--- config.mk ---
export PLATFORM = sky130hd
export DESIGN_NAME = timer_req_scheduler_flat
export DESIGN_NICKNAME = d
export VERILOG_FILES = /design/src/rtl/car_alarm_pkg.sv /design/src/rtl/timer_req_scheduler_if.sv /design/src/rtl/timer_req_scheduler_tick.sv /design/src/rtl/timer_req_scheduler.sv /design/src/flat_wrapper.sv
export SDC_FILE = /design/constraint.sdc
export NUM_CORES = 1
export LEC_CHECK = 0
export ABC_AREA = 1
export CORE_MARGIN = 4
export CORE_UTILIZATION = 29
export CTS_CLUSTER_DIAMETER = 200
export CTS_CLUSTER_SIZE = 25
export DETAILED_ROUTE_END_ITERATION = 8
export PLACE_DENSITY = 0.55
export SETUP_SLACK_MARGIN = 0.02
export SLEW_MARGIN = 10
export SYNTH_ARGS = -nofsm -noshare
export SYNTH_HDL_FRONTEND = slang
export SYNTH_SLANG_ARGS = --single-unit
--- constraint.sdc ---
create_clock -name clk -period 2.1 [get_ports clk]
set_clock_uncertainty 0.2 [all_clocks]
set_input_delay 0.42 -clock clk [delete_from_list [all_inputs] [get_ports clk]]
set_output_delay 0.42 -clock clk [all_outputs]
set_load 0.005 [all_outputs]
--- src/rtl/car_alarm_pkg.sv ---
// ---------------------------------------------------------------------------
// car_alarm_pkg
// Shared definitions for the car-alarm timing slice.
//   - state_t          : scheduler FSM encoding
//   - REQ_*            : requester index assignment (0 = highest priority)
//   - DELAY_*          : default delay values, in prescaled ticks
// ---------------------------------------------------------------------------
package car_alarm_pkg;

    typedef enum logic [1:0] {
        IDLE = 2'd0,
        LOAD = 2'd1,
        RUN  = 2'd2,
        DONE = 2'd3
    } state_t;

    localparam int REQ_ARM   = 0;
    localparam int REQ_DRV   = 1;
    localparam int REQ_PASS  = 2;
    localparam int REQ_ALARM = 3;

    localparam int DELAY_ARM   = 10;
    localparam int DELAY_DRV   = 8;
    localparam int DELAY_PASS  = 15;
    localparam int DELAY_ALARM = 3;

endpackage

--- src/rtl/timer_req_scheduler_if.sv ---
// ---------------------------------------------------------------------------
// timer_req_scheduler_if
// Request/grant bundle between the delay requesters and the shared timer.
//   req       : level request per requester
//   delay_val : packed per-requester delay, slice i = [i*TW +: TW]
//   grant     : one-hot current timer owner
//   busy      : scheduler is loading, running or completing
//   expire    : one-cycle completion pulse on the owner's bit
//   remain    : current countdown value
// Modports: master = requester side, slave = scheduler side.
// ---------------------------------------------------------------------------
interface timer_req_scheduler_if #(
    parameter int NREQ = 4,
    parameter int TW   = 4
);
    logic [NREQ-1:0]    req;
    logic [NREQ*TW-1:0] delay_val;
    logic [NREQ-1:0]    grant;
    logic               busy;
    logic [NREQ-1:0]    expire;
    logic [TW-1:0]      remain;

    modport master (
        output req, delay_val,
        input  grant, busy, expire, remain
    );

    modport slave (
        input  req, delay_val,
        output grant, busy, expire, remain
    );
endinterface

--- src/rtl/timer_req_scheduler_tick.sv ---
// ---------------------------------------------------------------------------
// tick_prescaler
// Modulo-TICK_DIV counter that produces the countdown tick.
//   clk, reset : clock and asynchronous active-high reset
//   clr        : synchronous clear back to 0 (wins over en)
//   en         : count enable
//   tick       : high while enabled and the count sits at TICK_DIV-1
// ---------------------------------------------------------------------------
module tick_prescaler #(
    parameter int TICK_DIV = 8
) (
    input  logic clk,
    input  logic reset,
    input  logic clr,
    input  logic en,
    output logic tick
);
    localparam int             CW   = $clog2(TICK_DIV);
    localparam logic [CW-1:0]  LAST = CW'(TICK_DIV - 1);

    logic [CW-1:0] count_reg;

    always_ff @(posedge clk or posedge reset) begin
        if (reset) begin
            count_reg <= '0;
        end else if (clr) begin
            count_reg <= '0;
        end else if (en) begin
            count_reg <= (count_reg == LAST) ? '0 : count_reg + CW'(1);
        end
    end

    assign tick = en && (count_reg == LAST);

endmodule

--- src/rtl/timer_req_scheduler.sv ---
// ---------------------------------------------------------------------------
// timer_req_scheduler
// Shares one countdown timer between NREQ delay requesters. The lowest-index
// eligible request is granted, its delay is loaded, the count runs on a
// prescaled tick and a one-cycle expire pulse returns to the owner.
//   clk, reset : clock and asynchronous active-high reset
//   bus        : timer_req_scheduler_if.slave (req, delay_val in;
//                grant, busy, expire, remain out)
// Optional build macro TIMER_PREEMPT_EN: a lower-index eligible request
// takes the timer away from the current owner during RUN.
// ---------------------------------------------------------------------------
module timer_req_scheduler #(
    parameter int NREQ     = 4,
    parameter int TW       = 4,
    parameter int TICK_DIV = 8
) (
    input  logic                   clk,
    input  logic                   reset,
    timer_req_scheduler_if.slave   bus
);
    import car_alarm_pkg::*;

    state_t          state_reg, state_next;
    logic [NREQ-1:0] grant_reg, grant_next;
    logic [NREQ-1:0] served_reg, served_next;
    logic [TW-1:0]   remain_reg, remain_next;

    logic [NREQ-1:0] eligible;
    logic [NREQ-1:0] pick;
    logic            owner_present;
    logic            preempt;
    logic            tick;
    logic [TW-1:0]   slice_masked [NREQ];
    logic [TW-1:0]   granted_delay;

    // A requester that already expired stays ineligible until it drops req.
    assign eligible      = bus.req & ~served_reg;
    // Isolate the lowest set bit: lowest index has priority.
    assign pick          = eligible & (~eligible + NREQ'(1));
    assign owner_present = |(bus.req & grant_reg);

    // One-hot grant selects its delay slice by masking and OR-reducing.
    generate
        for (genvar gi = 0; gi < NREQ; gi++) begin : g_slice
            assign slice_masked[gi] = grant_reg[gi] ? bus.delay_val[gi*TW +: TW] : '0;
        end
    endgenerate

    always_comb begin
        granted_delay = '0;
        for (int i = 0; i < NREQ; i++) begin
            granted_delay = granted_delay | slice_masked[i];
        end
    end

`ifdef TIMER_PREEMPT_EN
    // Both vectors are one-hot, so a smaller value means a lower index.
    assign preempt = (pick != '0) && (pick < grant_reg);
`else
    assign preempt = 1'b0;
`endif

    tick_prescaler #(
        .TICK_DIV (TICK_DIV)
    ) u_prescaler (
        .clk   (clk),
        .reset (reset),
        .clr   (state_reg != RUN),
        .en    (state_reg == RUN),
        .tick  (tick)
    );

    always_ff @(posedge clk or posedge reset) begin
        if (reset) begin
            state_reg  <= IDLE;
            grant_reg  <= '0;
            served_reg <= '0;
            remain_reg <= '0;
        end else begin
            state_reg  <= state_next;
            grant_reg  <= grant_next;
            served_reg <= served_next;
            remain_reg <= remain_next;
        end
    end

    always_comb begin
        state_next  = state_reg;
        grant_next  = grant_reg;
        remain_next = remain_reg;
        served_next = served_reg & bus.req;

        case (state_reg)
            IDLE: begin
                remain_next = '0;
                if (|eligible) begin
                    grant_next = pick;
                    state_next = LOAD;
                end
            end

            LOAD: begin
                if (!owner_present) begin
                    grant_next  = '0;
                    remain_next = '0;
                    state_next  = IDLE;
                end else begin
                    remain_next = granted_delay;
                    state_next  = (granted_delay == '0) ? DONE : RUN;
                end
            end

            RUN: begin
                if (!owner_present) begin
                    grant_next  = '0;
                    remain_next = '0;
                    state_next  = IDLE;
                end else if (preempt) begin
                    // Displaced owner is not marked served, so it is
                    // re-granted later with its full delay.
                    grant_next = pick;
                    state_next = LOAD;
                end else if (tick && (remain_reg != '0)) begin
                    remain_next = remain_reg - TW'(1);
                    if (remain_reg == TW'(1)) begin
                        state_next = DONE;
                    end
                end
            end

            DONE: begin
                served_next = served_next | grant_reg;
                grant_next  = '0;
                remain_next = '0;
                state_next  = IDLE;
            end

            default: begin
                grant_next  = '0;
                remain_next = '0;
                state_next  = IDLE;
            end
        endcase
    end

    assign bus.grant  = grant_reg;
    assign bus.busy   = (state_reg != IDLE);
    assign bus.expire = (state_reg == DONE) ? grant_reg : '0;
    assign bus.remain = remain_reg;

endmodule

--- src/flat_wrapper.sv ---
// flat-port wrapper written by rule: the top's interface ports become plain ports
module timer_req_scheduler_flat import car_alarm_pkg::*;
#(
    parameter int NREQ     = 4,
    parameter int TW       = 4,
    parameter int TICK_DIV = 8
)
  (clk, reset, bus_req, bus_delay_val, bus_grant, bus_busy, bus_expire, bus_remain);
  timer_req_scheduler_if #(.NREQ(NREQ), .TW(TW)) bus_i ();
  input  logic clk;
  input  logic reset;
  input wire logic [$bits(bus_i.req)-1:0] bus_req;
  input wire logic [$bits(bus_i.delay_val)-1:0] bus_delay_val;
  output wire logic [$bits(bus_i.grant)-1:0] bus_grant;
  output wire logic [$bits(bus_i.busy)-1:0] bus_busy;
  output wire logic [$bits(bus_i.expire)-1:0] bus_expire;
  output wire logic [$bits(bus_i.remain)-1:0] bus_remain;
  assign bus_i.req = bus_req;
  assign bus_i.delay_val = bus_delay_val;
  assign bus_grant = bus_i.grant;
  assign bus_busy = bus_i.busy;
  assign bus_expire = bus_i.expire;
  assign bus_remain = bus_i.remain;
  timer_req_scheduler #(.NREQ(NREQ), .TW(TW), .TICK_DIV(TICK_DIV)) u_core (.clk(clk), .reset(reset), .bus(bus_i));
endmodule
==> impl_metrics.ini <==
[run_status]
status = complete, no violations

[grt]
grt_start_max_net_pins = 18
grt_antenna_before_repair = 0
grt_pass1_vias = 1151
grt_overflow = 0
grt.total_usage_pct = 12.6
grt_pass1_wl_mm = 5.21

[logic_synthesis]
synth_most_common_cell = nand2_1
avgSynthCellArea_sq_um = 6.84
ys_seq_area_share_pct = 35.2
synthTopCellsByArea = dfrtp_1 35%, nand2_1 23%, ha_1 10%
synth_edf_count = 0
yosys.cell_types.count = 16
async_flop_share_pct = 100
ys_top_cells_by_count = 74 x nand2_1, 26 x inv_1, 17 x dfrtp_1
synth_top_cell_by_area = dfrtp_1
ys_ff_latch = 17
synthFlopType = dfrtp_1
synth_area_sq_um = 1210
syn-num-nets = 209
synth_top_cell_area_share_pct = 35.2
yosys_warnings = 0
post_synth_inst_count = 177

[sta]
rsz0062_at_grt = no
max_freq_mhz = 507
setup_violations = 0
tightestPinTransition_ns = 0.288
whs_ns = 0.238
finalHoldViolations = 0
drv_slew = 0
maxSlewHeadroom_pct = 80.8
timing.final.crit_share_pct = 93.9
final.setup.tns_ns = 0
period_needed_ns = 1.97

[routing]
via_count = 1144
dr.pass1.iters = 4
post_drt_via_cell_ratio = 4.18
drt_iter0_markers = 37
routed_wl_mm = 3.00
avgRoutedWirePerCell_microns = 10.9
drcViolationCount = 0
antenna_left = 0

[placed_design]
port_buffers = 34
place.gp.congestion = 0.848
dp_hpwl_mm = 2.37

[floorplanning]
die_h_microns = 72.6
rows = 23
coreArea_sq_um = 4030
die_w_microns = 72.6
initial_core_util_pct = 30.0
die_area_sq_um = 5270
pin_count = 35

[power_and_ir_drop]
powerDensity_nw_per_um2 = 791
ir_drop_v = 0.000254
power_leakage_nw = 1.02
total_power_mw = 1.38

[clocking]
cts_buffer_depth = 2
cts.sinks = 17
cts_root_buf = clkbuf_8
cts_tree = done
cts.hold.buffers_added = 0
cts_made_buffers = 3
clkTransAtPathRegs_ns = 0.07
htreeDepth = 1
clkLatencyLatePin_ns = 0.25

[layout]
antennaDiodeCount = 0
nNetsFinal = 257
drive_above_1_share_pct = 13.4
area_growth_pct = 44.7

[critical_path]
worst-setup-path-type = register to output port
start_kind = register
crit_required_ns = 1.48
crit_fanout = 4
arrival_ns = 1.35
cp-end-kind = output port

[flow_run]
maxCapViolations = 0

[hold_path]
worst_hold_path_type = register to register
-- path summary, 6_finish.rpt --
path	from	endpoint	slack, ns	cells after the start
worst min-delay path	u_core.u_prescaler.count_reg[0]	u_core.u_prescaler.count_reg[0]	0.24	1
max in group asynchronous	reset	u_core.state_reg[0]	1.20	3
min in group asynchronous	reset	u_core.bus.remain[2]	0.28	3
worst min register to register	u_core.u_prescaler.count_reg[0]	u_core.u_prescaler.count_reg[0]	0.24	1
worst max register to register	u_core.state_reg[0]	u_core.state_reg[0]	0.39	10
worst max-delay path	u_core.state_reg[0]	bus_busy	0.13	5
-- final cells by class --
type | instances | area [sq um]
Fill cell | 437 | 2280
Clock buffer | 4 | 45.0
Inverter | 27 | 104
Tap cell | 50 | 62.6
Multi-Input combinational cell | 133 | 696
Timing Repair Buffer | 43 | 417
Sequential cell | 17 | 427
-- cells in the final DEF, fill, tap and decap left out --
cell             count
ha_4                 1
ha_1                 9
nor3_1               1
inv_1               24
dlygate4sd2_1        1
o21ai_2              1
dfrtp_2              1
nand4_1              3
nor2_4               4
nand3_1              7
inv_2                2
nand2_1             74
nand2_4              1
clkbuf_8             3
dfrtp_1             16
clkdlybuf4s50_1     29
inv_4                1
clkbuf_1             1
buf_4                9
dlymetal6s2s_1       4
xor2_1               1
nand2_2              7
o21ai_1              7
o21ai_0              4
nor2_1              13
-- report_power, final --
group / leakage, nW / switching [mW] / internal [mW] / total, mW
sequential: 0.232 / 0.0525 / 0.381 / 0.434
combinational: 0.768 / 0.387 / 0.316 / 0.703
clock: 0.0228 / 0.113 / 0.135 / 0.248
total: 1.02 / 0.553 / 0.832 / 1.38
-- metrics by stage --
stage	instance area, sq um	worst slack, ns	cells	util, %
4_1_cts	1730	0.0340	273	43.0
6_report	1750	0.127	274	43.4
3_5_place_dp	1650	0.103	266	41.0
2_1_floorplan	1210	0.614	177	-
5_1_grt	1750	0.0409	274	43.4
3_3_place_gp	1650	0.110	266	41.0
-- kinds of logic (layout without fill, tap and decap cells) --
group,count (synthesis),count (layout),synth area share [%]
and+or+nand+nor,110,110,40.1
buffers and inverters,27,74,8.38
DFF,17,17,35.2
AOI/OAI and AO/OA,12,12,5.27
adders and majority gates,10,10,10.3
xor gates and xnor gates,1,1,0.724
-- worst max-delay path, cell delays in order, from the launching register on --
cell	delay (ns)
dfrtp_2	0.43
buf_4	0.16
inv_4	0.06
ha_1	0.14
inv_1	0.06
dlygate4sd2_1	0.26
-- layer usage --
metal	global-route usage (%)	share of wire (%)
met5	0	0
met1	17.6	52
met4	4.92	1.3
met3	2.20	3.4
met2	19.3	43
-- repair_timing --
| action | 4_1_cts | 5_1_grt |
|---|---|---|
| buffers inserted | 3 | 1 |
| endpoints found under the setup margin | 5 | 5 |
| gates cloned | 0 | 0 |
| gates resized for setup | 6 | 5 |
No activity file was read; power rests on OpenSTA's default activity.
